**src/rtl/vga_box_painter.sv**
```systemverilog
// Pixel-colour stage behind the VGA timing counter: two-stage pipeline that paints
// blank / box / border / background and moves a bouncing box once per frame.
module vga_box_painter #(
    parameter int          H_VIS      = 640,
    parameter int          V_VIS      = 480,
    parameter int          BOX_SIZE   = 32,
    parameter int          STEP       = 2,
    parameter int          BORDER_W   = 4,
    parameter int          X0         = 0,
    parameter int          Y0         = 0,
    parameter logic [11:0] BG_RGB     = 12'h000,
    parameter logic [11:0] BORDER_RGB = 12'hFFF,
    parameter logic [11:0] BOX_RGB    = 12'hF00
) (
    input  logic        reloj,
    input  logic        resetM,
    input  logic [9:0]  Qh,
    input  logic [9:0]  Qv,
    input  logic        H_ON,
    input  logic        V_ON,
    input  logic        H_Sync,
    input  logic        V_Sync,
    input  logic        run,
    output logic [11:0] rgb,
    output logic        H_Sync_o,
    output logic        V_Sync_o,
    output logic [9:0]  box_x,
    output logic [9:0]  box_y,
    output logic        frame_tick
);

    typedef enum logic {INC = 1'b0, DEC = 1'b1} dir_t;

    logic [9:0]  qh_s1;
    logic [9:0]  qv_s1;
    logic        h_on_s1;
    logic        v_on_s1;
    logic        h_sync_s1;
    logic        v_sync_s1;
    logic        v_on_d;
    dir_t        dir_x;
    dir_t        dir_y;

    logic [10:0] qh_w;
    logic [10:0] qv_w;
    logic [10:0] bx_w;
    logic [10:0] by_w;
    logic        in_box;
    logic        on_border;
    logic [11:0] pixel;

    // 11-bit views so box_x + BOX_SIZE and friends never wrap
    assign qh_w = {1'b0, qh_s1};
    assign qv_w = {1'b0, qv_s1};
    assign bx_w = {1'b0, box_x};
    assign by_w = {1'b0, box_y};

    assign in_box = (qh_w >= bx_w) && (qh_w < bx_w + 11'(BOX_SIZE)) &&
                    (qv_w >= by_w) && (qv_w < by_w + 11'(BOX_SIZE));

    assign on_border = (qh_w < 11'(BORDER_W)) || (qh_w >= 11'(H_VIS - BORDER_W)) ||
                       (qv_w < 11'(BORDER_W)) || (qv_w >= 11'(V_VIS - BORDER_W));

    always_comb begin
        pixel = BG_RGB;
        if (!(h_on_s1 && v_on_s1)) begin
            pixel = 12'h000;
        end else if (in_box) begin
            pixel = BOX_RGB;
        end else if (on_border) begin
            pixel = BORDER_RGB;
        end
    end

    always_ff @(posedge reloj) begin
        if (resetM) begin
            qh_s1      <= '0;
            qv_s1      <= '0;
            h_on_s1    <= 1'b0;
            v_on_s1    <= 1'b0;
            h_sync_s1  <= 1'b0;
            v_sync_s1  <= 1'b0;
            v_on_d     <= 1'b0;
            rgb        <= '0;
            H_Sync_o   <= 1'b0;
            V_Sync_o   <= 1'b0;
            frame_tick <= 1'b0;
        end else begin
            qh_s1      <= Qh;
            qv_s1      <= Qv;
            h_on_s1    <= H_ON;
            v_on_s1    <= V_ON;
            h_sync_s1  <= H_Sync;
            v_sync_s1  <= V_Sync;
            v_on_d     <= v_on_s1;
            rgb        <= pixel;
            H_Sync_o   <= h_sync_s1;
            V_Sync_o   <= v_sync_s1;
            // falling edge of the stage-1 visible flag marks the end of the frame
            frame_tick <= v_on_d && !v_on_s1;
        end
    end

    // Per-axis bounce FSMs; position only moves during vertical blanking
    always_ff @(posedge reloj) begin
        if (resetM) begin
            box_x <= 10'(X0);
            box_y <= 10'(Y0);
            dir_x <= INC;
            dir_y <= INC;
        end else if (frame_tick && run) begin
            case (dir_x)
                INC: begin
                    if (bx_w + 11'(BOX_SIZE + STEP) <= 11'(H_VIS)) begin
                        box_x <= box_x + 10'(STEP);
                    end else begin
                        box_x <= box_x - 10'(STEP);
                        dir_x <= DEC;
                    end
                end
                DEC: begin
                    if (box_x >= 10'(STEP)) begin
                        box_x <= box_x - 10'(STEP);
                    end else begin
                        box_x <= box_x + 10'(STEP);
                        dir_x <= INC;
                    end
                end
            endcase
            case (dir_y)
                INC: begin
                    if (by_w + 11'(BOX_SIZE + STEP) <= 11'(V_VIS)) begin
                        box_y <= box_y + 10'(STEP);
                    end else begin
                        box_y <= box_y - 10'(STEP);
                        dir_y <= DEC;
                    end
                end
                DEC: begin
                    if (box_y >= 10'(STEP)) begin
                        box_y <= box_y - 10'(STEP);
                    end else begin
                        box_y <= box_y + 10'(STEP);
                        dir_y <= INC;
                    end
                end
            endcase
        end
    end

endmodule

```
**config.mk**
```make
export PLATFORM = sky130hd
export DESIGN_NAME = vga_box_painter
export DESIGN_NICKNAME = d
export VERILOG_FILES = /design/src/rtl/vga_box_painter.sv
export SDC_FILE = /design/constraint.sdc
export NUM_CORES = 1
export LEC_CHECK = 0
export ABC_CLOCK_PERIOD_IN_PS = 6760
export CAP_MARGIN = 20
export CORE_MARGIN = 5
export CORE_UTILIZATION = 40
export CTS_CLUSTER_DIAMETER = 150
export CTS_CLUSTER_SIZE = 8
export DETAILED_ROUTE_END_ITERATION = 7
export HOLD_SLACK_MARGIN = 0.05
export SYNTH_ARGS = -nofsm -noshare
export SYNTH_HDL_FRONTEND = slang
export SYNTH_SLANG_ARGS = --single-unit
```
**constraint.sdc**
```tcl
create_clock -name reloj -period 6.76 [get_ports reloj]
set_input_delay 1.014 -clock reloj [delete_from_list [all_inputs] [get_ports reloj]]
set_output_delay 1.014 -clock reloj [all_outputs]
set_load 0.02 [all_outputs]
```
==> flow_metrics.env <==
export IMPL_power_frac_seq=0.539
export IMPL_cts_sinks=50
export IMPL_area_growth_pct=17.3
export IMPL_ys_types=63
export IMPL_clkSlewWorstSetupHoldPaths_ps=100
export IMPL_finalHoldViolations=0
export IMPL_wl_per_cell_microns=15.0
export IMPL_drt_total_wl_microns=8450
export IMPL_p_switching_uw=148
export IMPL_grt_max_degree=53
export IMPL_finClkSkew_ps=13.9
export IMPL_synth_area_leaders="dfxtp_1, ha_1, nor2b_1, xnor2_1, nor2_1"
export IMPL_clockPowerShare=0.333
export IMPL_reg2reg_from="box_x[5]$_SDFFE_PP0P_"
export IMPL_grtUsageTotal=0.157
export IMPL_ys_seq_area_frac=0.278
export IMPL_dieWidth_microns=105
export IMPL_place_inst=554
export IMPL_slew_limit_headroom=0.372
export IMPL_grt_antenna_before_repair=0
export IMPL_regToRegSetupSlack_ps=3710
export IMPL_first_pass_iters=4
export IMPL_combPwrFrac=0.128
export IMPL_grt_pass1_wl_microns=14700
export IMPL_final_cells=562
export IMPL_coreArea_sq_um=8720
export IMPL_rsz0062_at_grt="no"
export IMPL_drive_gt1_frac=0.0485
export IMPL_syn_cell_area_sq_um=3600
export IMPL_crit_required_ps=6960
export IMPL_syn_area_per_cell_sq_um=8.58
export IMPL_hold_path_class="reg -> reg"
export IMPL_postCtsSetupRepairBufs=0
export IMPL_die_h_microns=105
export IMPL_n_antenna_cell=0
export IMPL_ys_ff_latch=50
export IMPL_nets=521
export IMPL_cp_max_fo=15
export IMPL_holdBufCountCts=0
export IMPL_synth_top_area_share=0.278
export IMPL_grt_pass1_vias=3066
export IMPL_syn_inst=419
export IMPL_fp_row_count=34
export IMPL_vias=3067
export IMPL_synth_top_area_cell="dfxtp_1"
export IMPL_post_route_period_util=0.451
export IMPL_r2r_end="box_x[7]$_SDFFE_PP0P_"
export IMPL_slew_violations=0
export IMPL_cap_viol_max_count=0
export IMPL_layout_common_cells="clkdlybuf4s50_1, dfxtp_1, ha_1, nor2b_1, nor2_1"
export IMPL_final_setup_tns_ps=0
export IMPL_cts_buffers=5
export IMPL_remaining_drc_errors=0
export IMPL_p_int_uw=430
export IMPL_cp_start_kind="flop"
export IMPL_hp_start="v_on_s1$_SDFF_PP0_"
export IMPL_r2r_cells=9
export IMPL_hpwl_microns=6330
export IMPL_place_gp_congestion=0.891
export IMPL_drtIter0Drc=112
export IMPL_final_antenna_net_count=0
export IMPL_routed_via_density=5.46
export IMPL_cts_root_buf="clkbuf_8"
export IMPL_cts_resized=0
export IMPL_clk_latency_ps=310
export IMPL_swShare=0.257
export IMPL_finalSetupViolCount=0
export IMPL_holdPathStages=1
export IMPL_arrival_ps=3260
export IMPL_finalCriticalPeriod_ps=3050
export IMPL_max_freq_mhz=328
export IMPL_overflow=0
export IMPL_critPathCaptureType="flop"
export IMPL_io_buffer_count=59
export IMPL_ys_warn_count=0
export IMPL_outcome="complete, no violations"
export IMPL_start_util=0.412
export IMPL_ir_worst_vdd_v=0.0000759
export IMPL_final_common_cell="clkdlybuf4s50_1"
export IMPL_cts_tree="yes"
export IMPL_p_leak_uw=0.00152
export IMPL_synth_ff_type="dfxtp_1"
export IMPL_worstSetupPathType="reg -> reg"
export IMPL_synth_edf_count=0
export IMPL_power_density_nw_per_um2=137
export IMPL_synthArstFlopShare=0
export IMPL_worst_pin_slew_ps=942
export IMPL_cts_max_level=2
export IMPL_die_area_sq_um=11000
export IMPL_ios=62
export IMPL_cts_buffer_depth=2
export IMPL_holdPathEnd="frame_tick$_SDFF_PP0_"
## critical path, stage by stage, from the launching register on
cell,delay [ps]
dfxtp_1,690
inv_1,240
ha_1,310
a41oi_2,250
nor2_1,80
xnor2_1,150
o211ai_4,290
o21a_1,340
mux2i_1,250
mux2_1,330
## stage by stage
| stage | power (uW) | hold WS [ps] | setup WS, ps | area [sq um] | util |
|---|---|---|---|---|---|
| detailed placement | 393 | 435 | 3670 | 4120 | 0.473 |
| finish | 578 | 448 | 3710 | 4220 | 0.484 |
| floorplan | 365 | 390 | 4010 | 3600 | - |
| global placement | 392 | 419 | 3790 | 4120 | 0.473 |
| global route | 610 | 465 | 3560 | 4220 | 0.484 |
| CTS | 585 | 449 | 3740 | 4220 | 0.484 |
## Yosys cell counts (3+ instances only)
master and number:
nor3_1 13, a31oi_1 7, o22ai_1 4, nand3_1 16, dfxtp_1 50, and3_1 3, clkbuf_1 11, xnor2_1 22
buf_4 14, o21ai_0 12, nor4_1 3, ha_1 41, nand2b_1 5, inv_1 24, a21o_1 3, mux2i_1 7
nor2_1 29, nand4_1 7, a21oi_1 14, or3_1 3, o31ai_1 3, buf_2 6, nand2_1 24, o21a_1 10
nor2b_1 32, a211oi_1 3
## cell families after synthesis
logic type,count (synthesis),share of synthesized area
xor gates and xnor gates,23,0.0560
and+or+nand+nor,151,0.229
DFF,50,0.278
AOI/OAI and AO/OA,83,0.175
buffers and inverters,58,0.0818
other,1,0.00104
adders and majority gates,41,0.143
muxes,12,0.0362
## metal layers
| metal | track usage | part of all wire | wire (microns) | vias to the layer above |
|---|---|---|---|---|
| met5 | 0 | 0 | 0 | - |
| met4 | 0.0539 | 0.020 | 172 | 0 |
| met3 | 0.0364 | 0.063 | 532 | 19 |
| met2 | 0.239 | 0.43 | 3670 | 118 |
| met1 | 0.218 | 0.48 | 4080 | 1382 |
| li1 | - | - | - | 1548 |
## worst max-delay path by stage
stage	start	end	cells after the start
after floorplan	box_x[5]$_SDFFE_PP0P_	box_x[3]$_SDFFE_PP0P_	11
after global placement	run	box_y[9]$_SDFFE_PP0P_	9
after detailed placement	run	box_y[9]$_SDFFE_PP0P_	9
after CTS	box_x[5]$_SDFFE_PP0P_	box_x[3]$_SDFFE_PP0P_	9
after global routing	box_x[5]$_SDFFE_PP0P_	box_x[7]$_SDFFE_PP0P_	9
final	box_x[5]$_SDFFE_PP0P_	box_x[7]$_SDFFE_PP0P_	9
## cell type report
class / count / area, sq um
well taps: 108 / 135
fillers: 856 / 4500
clock buffers: 7 / 86.3
clock inverters: 1 / 8.76
flip-flops and latches: 50 / 1000
repair buffers: 60 / 593
inverters: 24 / 90.1
multi-input cells: 312 / 2300
## registers in the layout, indices dropped and copies added (netlist names)
register,count
v_sync_s1,1
qh_s1,10
v_on_d,1
box_x,9
h_on_s1,1
dir_x,1
dir_y,1
v_on_s1,1
rgb,2
V_Sync_o,1
frame_tick,1
H_Sync_o,1
h_sync_s1,1
qv_s1,10
box_y,9
## power by group through the flow
stage	Sequential, uW	Clock, uW	Combinational (uW)
global placement	318	0	73.6
CTS	312	199	75.0
floorplan	317	0	48.2
global route	313	212	84.6
finish	312	192	74.2
detailed placement	318	0	74.9
Note: power is estimated with default switching activity, not from simulation.
